### src/rtl/seven_seg_scan_if.sv
// Bundle between the stopwatch counter/board pins and the seven-segment scan controller.
// The master side supplies enable and BCD digits; the slave (controller) drives segments, anodes and the frame pulse.
interface seven_seg_scan_if;
    logic       enable;
    logic [3:0] Minutes;
    logic [3:0] Tens_Seconds;
    logic [3:0] Ones_Seconds;
    logic [3:0] Tenths_Seconds;
    logic [0:6] Seg;
    logic       dp;
    logic [3:0] an;
    logic       frame_done;

    modport master (
        output enable, Minutes, Tens_Seconds, Ones_Seconds, Tenths_Seconds,
        input  Seg, dp, an, frame_done
    );

    modport slave (
        input  enable, Minutes, Tens_Seconds, Ones_Seconds, Tenths_Seconds,
        output Seg, dp, an, frame_done
    );
endinterface

### src/rtl/seven_seg_scan_controller.sv
// Scans four BCD stopwatch digits onto an active-low seven-segment bus with per-slot blanking
// and a once-per-frame digit snapshot. Optional feature: LEADING_ZERO_BLANK_EN (suppress leading zeros).
module seven_seg_scan_controller #(
    parameter int REFRESH_DIV  = 50000,
    parameter int BLANK_CYCLES = 500
) (
    input  logic            clk,
    input  logic            reset,
    seven_seg_scan_if.slave bus
);

    localparam int CW = $clog2(REFRESH_DIV);
    localparam logic [CW-1:0] CNT_LAST   = CW'(REFRESH_DIV - 1);
    localparam logic [CW-1:0] BLANK_LAST = CW'(BLANK_CYCLES - 1);

    if (REFRESH_DIV < 2 || BLANK_CYCLES < 1 || BLANK_CYCLES >= REFRESH_DIV) begin : g_param_check
        $error("seven_seg_scan_controller: need REFRESH_DIV >= 2 and 1 <= BLANK_CYCLES < REFRESH_DIV");
    end

    typedef enum logic [1:0] {
        IDLE,
        BLANK,
        DRIVE
    } state_t;

    state_t          state, state_next;
    logic [CW-1:0]   cnt, cnt_next;
    logic [1:0]      idx, idx_next;
    logic [3:0][3:0] snap, snap_next;
    logic [3:0][3:0] digits_in;

    logic [0:6] seg_next;
    logic       dp_next;
    logic [3:0] an_next;
    logic       fd_next;
    logic       slot_dark;
    logic       driving;

    // Active-low a..g patterns; non-BCD codes light nothing but keep the anode driven.
    function automatic logic [0:6] decode(input logic [3:0] d);
        logic [0:6] s;
        case (d)
            4'd0:    s = 7'b0000001;
            4'd1:    s = 7'b1001111;
            4'd2:    s = 7'b0010010;
            4'd3:    s = 7'b0000110;
            4'd4:    s = 7'b1001100;
            4'd5:    s = 7'b0100100;
            4'd6:    s = 7'b0100000;
            4'd7:    s = 7'b0001111;
            4'd8:    s = 7'b0000000;
            4'd9:    s = 7'b0000100;
            default: s = 7'b1111111;
        endcase
        return s;
    endfunction

    assign digits_in = {bus.Minutes, bus.Tens_Seconds, bus.Ones_Seconds, bus.Tenths_Seconds};

    // Outputs are computed from the next-state values so the registered pins line up with the state they describe.
    always_comb begin
        state_next = state;
        cnt_next   = cnt;
        idx_next   = idx;
        snap_next  = snap;

        case (state)
            IDLE: begin
                if (bus.enable) begin
                    state_next = BLANK;
                    cnt_next   = '0;
                    idx_next   = '0;
                    snap_next  = digits_in;
                end
            end
            default: begin
                if (!bus.enable) begin
                    state_next = IDLE;
                    cnt_next   = '0;
                    idx_next   = '0;
                end else if (cnt == CNT_LAST) begin
                    state_next = BLANK;
                    cnt_next   = '0;
                    idx_next   = idx + 2'd1;
                    if (idx == 2'd3) begin
                        snap_next = digits_in;
                    end
                end else begin
                    cnt_next   = cnt + 1'b1;
                    state_next = (cnt >= BLANK_LAST) ? DRIVE : BLANK;
                end
            end
        endcase

`ifdef LEADING_ZERO_BLANK_EN
        slot_dark = ((idx_next == 2'd3) && (snap_next[3] == 4'd0)) ||
                    ((idx_next == 2'd2) && (snap_next[3] == 4'd0) && (snap_next[2] == 4'd0));
`else
        slot_dark = 1'b0;
`endif

        driving  = (state_next == DRIVE) && !slot_dark;
        an_next  = 4'b1111;
        seg_next = 7'b1111111;
        dp_next  = 1'b1;
        if (driving) begin
            an_next[idx_next] = 1'b0;
            seg_next          = decode(snap_next[idx_next]);
            dp_next           = !idx_next[0];
        end
        fd_next = (state_next != IDLE) && (cnt_next == CNT_LAST) && (idx_next == 2'd3);
    end

    always_ff @(posedge clk or posedge reset) begin
        if (reset) begin
            state          <= IDLE;
            cnt            <= '0;
            idx            <= '0;
            snap           <= '0;
            bus.Seg        <= 7'b1111111;
            bus.dp         <= 1'b1;
            bus.an         <= 4'b1111;
            bus.frame_done <= 1'b0;
        end else begin
            state          <= state_next;
            cnt            <= cnt_next;
            idx            <= idx_next;
            snap           <= snap_next;
            bus.Seg        <= seg_next;
            bus.dp         <= dp_next;
            bus.an         <= an_next;
            bus.frame_done <= fd_next;
        end
    end

endmodule

### src/flat_wrapper.sv
// flat-port wrapper written by rule: the top's interface ports become plain ports
module seven_seg_scan_controller_flat 
#(
    parameter int REFRESH_DIV  = 50000,
    parameter int BLANK_CYCLES = 500
)
  (clk, reset, bus_enable, bus_Minutes, bus_Tens_Seconds, bus_Ones_Seconds, bus_Tenths_Seconds, bus_Seg, bus_dp, bus_an, bus_frame_done);
  seven_seg_scan_if bus_i ();
  input  logic clk;
  input  logic reset;
  input wire logic [$bits(bus_i.enable)-1:0] bus_enable;
  input wire logic [$bits(bus_i.Minutes)-1:0] bus_Minutes;
  input wire logic [$bits(bus_i.Tens_Seconds)-1:0] bus_Tens_Seconds;
  input wire logic [$bits(bus_i.Ones_Seconds)-1:0] bus_Ones_Seconds;
  input wire logic [$bits(bus_i.Tenths_Seconds)-1:0] bus_Tenths_Seconds;
  output wire logic [$bits(bus_i.Seg)-1:0] bus_Seg;
  output wire logic [$bits(bus_i.dp)-1:0] bus_dp;
  output wire logic [$bits(bus_i.an)-1:0] bus_an;
  output wire logic [$bits(bus_i.frame_done)-1:0] bus_frame_done;
  assign bus_i.enable = bus_enable;
  assign bus_i.Minutes = bus_Minutes;
  assign bus_i.Tens_Seconds = bus_Tens_Seconds;
  assign bus_i.Ones_Seconds = bus_Ones_Seconds;
  assign bus_i.Tenths_Seconds = bus_Tenths_Seconds;
  assign bus_Seg = bus_i.Seg;
  assign bus_dp = bus_i.dp;
  assign bus_an = bus_i.an;
  assign bus_frame_done = bus_i.frame_done;
  seven_seg_scan_controller #(.REFRESH_DIV(REFRESH_DIV), .BLANK_CYCLES(BLANK_CYCLES)) u_core (.clk(clk), .reset(reset), .bus(bus_i));
endmodule
### config.mk
export PLATFORM = sky130hd
export DESIGN_NAME = seven_seg_scan_controller_flat
export DESIGN_NICKNAME = d
export VERILOG_FILES = /design/src/rtl/seven_seg_scan_if.sv /design/src/rtl/seven_seg_scan_controller.sv /design/src/flat_wrapper.sv
export SDC_FILE = /design/constraint.sdc
export NUM_CORES = 1
export LEC_CHECK = 0
export CORE_AREA = 5 5 76 78
export CTS_BUF_LIST = sky130_fd_sc_hd__clkbuf_4
export CTS_CLUSTER_DIAMETER = 200
export DETAILED_ROUTE_END_ITERATION = 8
export DIE_AREA = 0 0 81 83
export MAX_ROUTING_LAYER = met4
export PLACE_DENSITY = 0.76
export SYNTH_ARGS = -nofsm -noshare
export SYNTH_HDL_FRONTEND = slang
export SYNTH_SLANG_ARGS = --single-unit
### constraint.sdc
create_clock -name clk -period 9.3 [get_ports clk]
set_clock_uncertainty 0.1 [all_clocks]
set_input_delay 1.86 -clock clk [delete_from_list [all_inputs] [get_ports clk]]
set_output_delay 1.86 -clock clk [all_outputs]
set_load 0.01 [all_outputs]
==> out/qor.yml <==
outcome:
  status: "finished, final reports clean"
global_routing:
  grt_max_degree: 50
  grt_usage: 0.178
  gr-total-overflow: 0
  grt_pass1_wl_mm: 9.16
  grt_pass1_vias: 1964
  antenna_found_initial: 0
clock_tree:
  cts_sinks: 49
  htree_levels: 2
  post_cts_resized: 0
  worstSkewPairLatency_ns: 0.38
  cts_root_buf: "clkbuf_4"
  clockBufferDepth: 2
  cts_setup_buffers: 0
  holdBufCountCts: 0
  cts_buffers: 5
  path_clk_slew_ns: 0.16
  cts_tree: "done"
worst_setup_path:
  cpPeakStageDelay_ns: 0.61
  cp.required_ns: 9.50
  start_kind: "input port"
  cpMaxStageDelayCell: "clkdlybuf4s50_1"
  reg2reg_from: "u_core.cnt[0]$_DFF_PP0_"
  cp_max_fo: 15
  path_class: "in -> reg"
  path_buf_inv: 2
  ff2ff_path_depth: 11
  reg2reg_slack_ns: 5.61
  worstReg2RegEnd: "u_core.bus.Seg[3]$_DFF_PP1_"
  startpoint: "bus_enable"
  cp_cell_sequence: "clkdlybuf4s50_1 > nor2b_1 > nand2_1 > a21boi_1 > a31oi_2 > mux2i_1 > inv_1 > ha_1 > nand2b_1 > a31oi_1"
  crit_family: "simple AND/OR/NAND/NOR gates"
  end_kind: "flip-flop"
  crit_arrival_ns: 4.99
layout:
  multiInputGateArea_sq_um: 1280
  area_growth_pct: 16.0
  fillCellCount: 446
  fin_nets: 297
  diodes: 0
  register_area_sq_um: 1240
  fin_util: 0.606
  drive_above_1_share: 0.185
yosys:
  postSynthNetCount: 269
  synth.distinct_cells: 45
  syn_avg_cell_area_sq_um: 10.8
  netlist_instances: 242
  ys.flop_type: "dfrtp_1"
  yosysSeqAreaShare: 0.474
  ys_ff_latch: 49
  synthArstFlopShare: 1.00
  syn-cell-area_sq_um: 2620
  synth_edf_count: 0
  yosys_warnings: 0
sta:
  post-route-period-util: 0.515
  report.final.slew_viol_count: 0
  max-slew-margin-rel: 0.308
  worst_slew_pin_slew_ns: 1.03
  finalCriticalPeriod_ns: 4.79
  rsz0062_at_grt: "false"
  setup_viol: 0
  finalHoldViolCount: 0
  fmax_mhz: 209
  setup_tns_ns: 0
place:
  post-dp-hpwl_mm: 3.86
  io_buffer_count: 31
  place.gp.congestion: 0.922
die:
  start_util: 0.523
  die_h_um: 83
  die_width_um: 81
  io_pins: 32
  fp-row-count: 26
  fp.dieArea_sq_um: 6720
  core_sq_um: 5010
route:
  routed_wl_mm: 5.34
  drtIter0Drc: 99
  route.antenna.remaining_nets: 0
  avgRoutedWirePerCell_um: 15.7
  dr_total_vias: 1943
  remaining_drc_errors: 0
  viasPerCell: 5.70
  firstDrtPassIters: 4
min_path:
  holdPathStages: 1
  hp-class: "reg -> reg"
  min_to: "u_core.snap[5]$_DFF_PP0_"
  holdCritStartpoint: "u_core.snap[5]$_DFF_PP0_"
power:
  power_density_nw_per_um2: 138
  p_leak_nw: 1.31
  peakVddDrop_v: 0.000111
job:
  timing.max_cap.violations: 0
-- power by group --
part	switching [W]	internal, W
logic	0.0000321	0.0000287
clock network	0.0000721	0.0000586
registers	0.00000358	0.000224
-- placed cells by master (no fill, tap or decap), drive strengths merged, types with 2 or more instances in the layout --
master / netlist / final
nand4: 5 / 5
clkdlybuf4s50: 0 / 31
and4: 4 / 4
and3: 6 / 6
mux2i: 8 / 8
nor3: 8 / 8
a22o: 3 / 3
clkbuf: 4 / 5
nand2b: 3 / 3
o31ai: 4 / 4
nor4: 3 / 3
inv: 8 / 10
nand3: 9 / 9
xor2: 2 / 2
ha: 8 / 8
mux2: 22 / 22
dfrtp: 37 / 37
nor4b: 3 / 3
nor2: 10 / 10
a21oi: 5 / 5
dfstp: 12 / 12
o21ai: 22 / 22
or3: 3 / 3
nand2: 23 / 23
a31oi: 9 / 9
nor3b: 3 / 3
-- routing by layer --
layer / routed length, um / track usage
met2: 2640 / 0.286
met1: 2420 / 0.224
met5: 0 / -
met4: 51 / 0.0399
met3: 220 / 0.0465
-- worst max-delay path by stage --
stage                                       end  depth (start not counted)
floorplan           u_core.bus.Seg[3]$_DFF_PP1_                         11
global placement    u_core.bus.Seg[3]$_DFF_PP1_                         10
detailed placement  u_core.bus.Seg[4]$_DFF_PP1_                         10
CTS                 u_core.bus.Seg[3]$_DFF_PP1_                         10
global route        u_core.bus.Seg[3]$_DFF_PP1_                         10
finish              u_core.bus.Seg[3]$_DFF_PP1_                         10
-- state kept, by name, summed over array words and instances (netlist names) --
signal / count
u_core.bus.Seg: 7
u_core.bus.an: 4
u_core.bus.dp: 1
u_core.bus.frame_done: 1
u_core.cnt: 16
u_core.idx: 2
u_core.snap: 16
u_core.state: 2
-- kinds of logic (layout without fill, tap and decap cells) --
family,after synthesis,after routing,synth area share
AOI/OAI and AO/OA,51,51,0.129
muxes,30,30,0.128
buffers and inverters,18,47,0.0358
adders and majority gates,8,8,0.0382
DFF,49,49,0.474
xor gates and xnor gates,3,3,0.0100
and+or+nand+nor,83,83,0.184
-- synthesized netlist by cell type, types with 5 or more instances --
cell type | count | share of area
a21oi_1 | 5 | 0.0096
a31oi_1 | 8 | 0.019
and3_1 | 6 | 0.014
dfrtp_1 | 37 | 0.35
dfstp_2 | 12 | 0.12
ha_1 | 8 | 0.038
inv_1 | 8 | 0.011
mux2_2 | 20 | 0.086
mux2i_1 | 8 | 0.031
nand2_1 | 23 | 0.033
nand3_1 | 9 | 0.017
nor2_1 | 10 | 0.014
nor3_1 | 8 | 0.015
o21ai_0 | 21 | 0.040
-- area by class of cell --
class / count / share of cell area
clock inverters: 3 / 0.0157
repair buffers: 31 / 0.102
well taps: 70 / 0.0288
flip-flops and latches: 49 / 0.409
inverters: 8 / 0.00988
multi-input cells: 175 / 0.423
clock buffers: 5 / 0.0124
-- metrics by stage --
step / instance area (sq um) / total power, W / instances / worst slack [ns] / hold slack (ns)
2_1_floorplan: 2620 / 0.000274 / 242 / 4.97 / 0.368
3_3_place_gp: 2950 / 0.000291 / 333 / 4.28 / 0.378
3_5_place_dp: 2950 / 0.000293 / 333 / 4.15 / 0.382
4_1_cts: 3040 / 0.000424 / 341 / 4.54 / 0.416
5_1_grt: 3040 / 0.000442 / 341 / 4.27 / 0.432
6_report: 3040 / 0.000419 / 341 / 4.51 / 0.412
No activity file was read; power rests on OpenSTA's default activity.
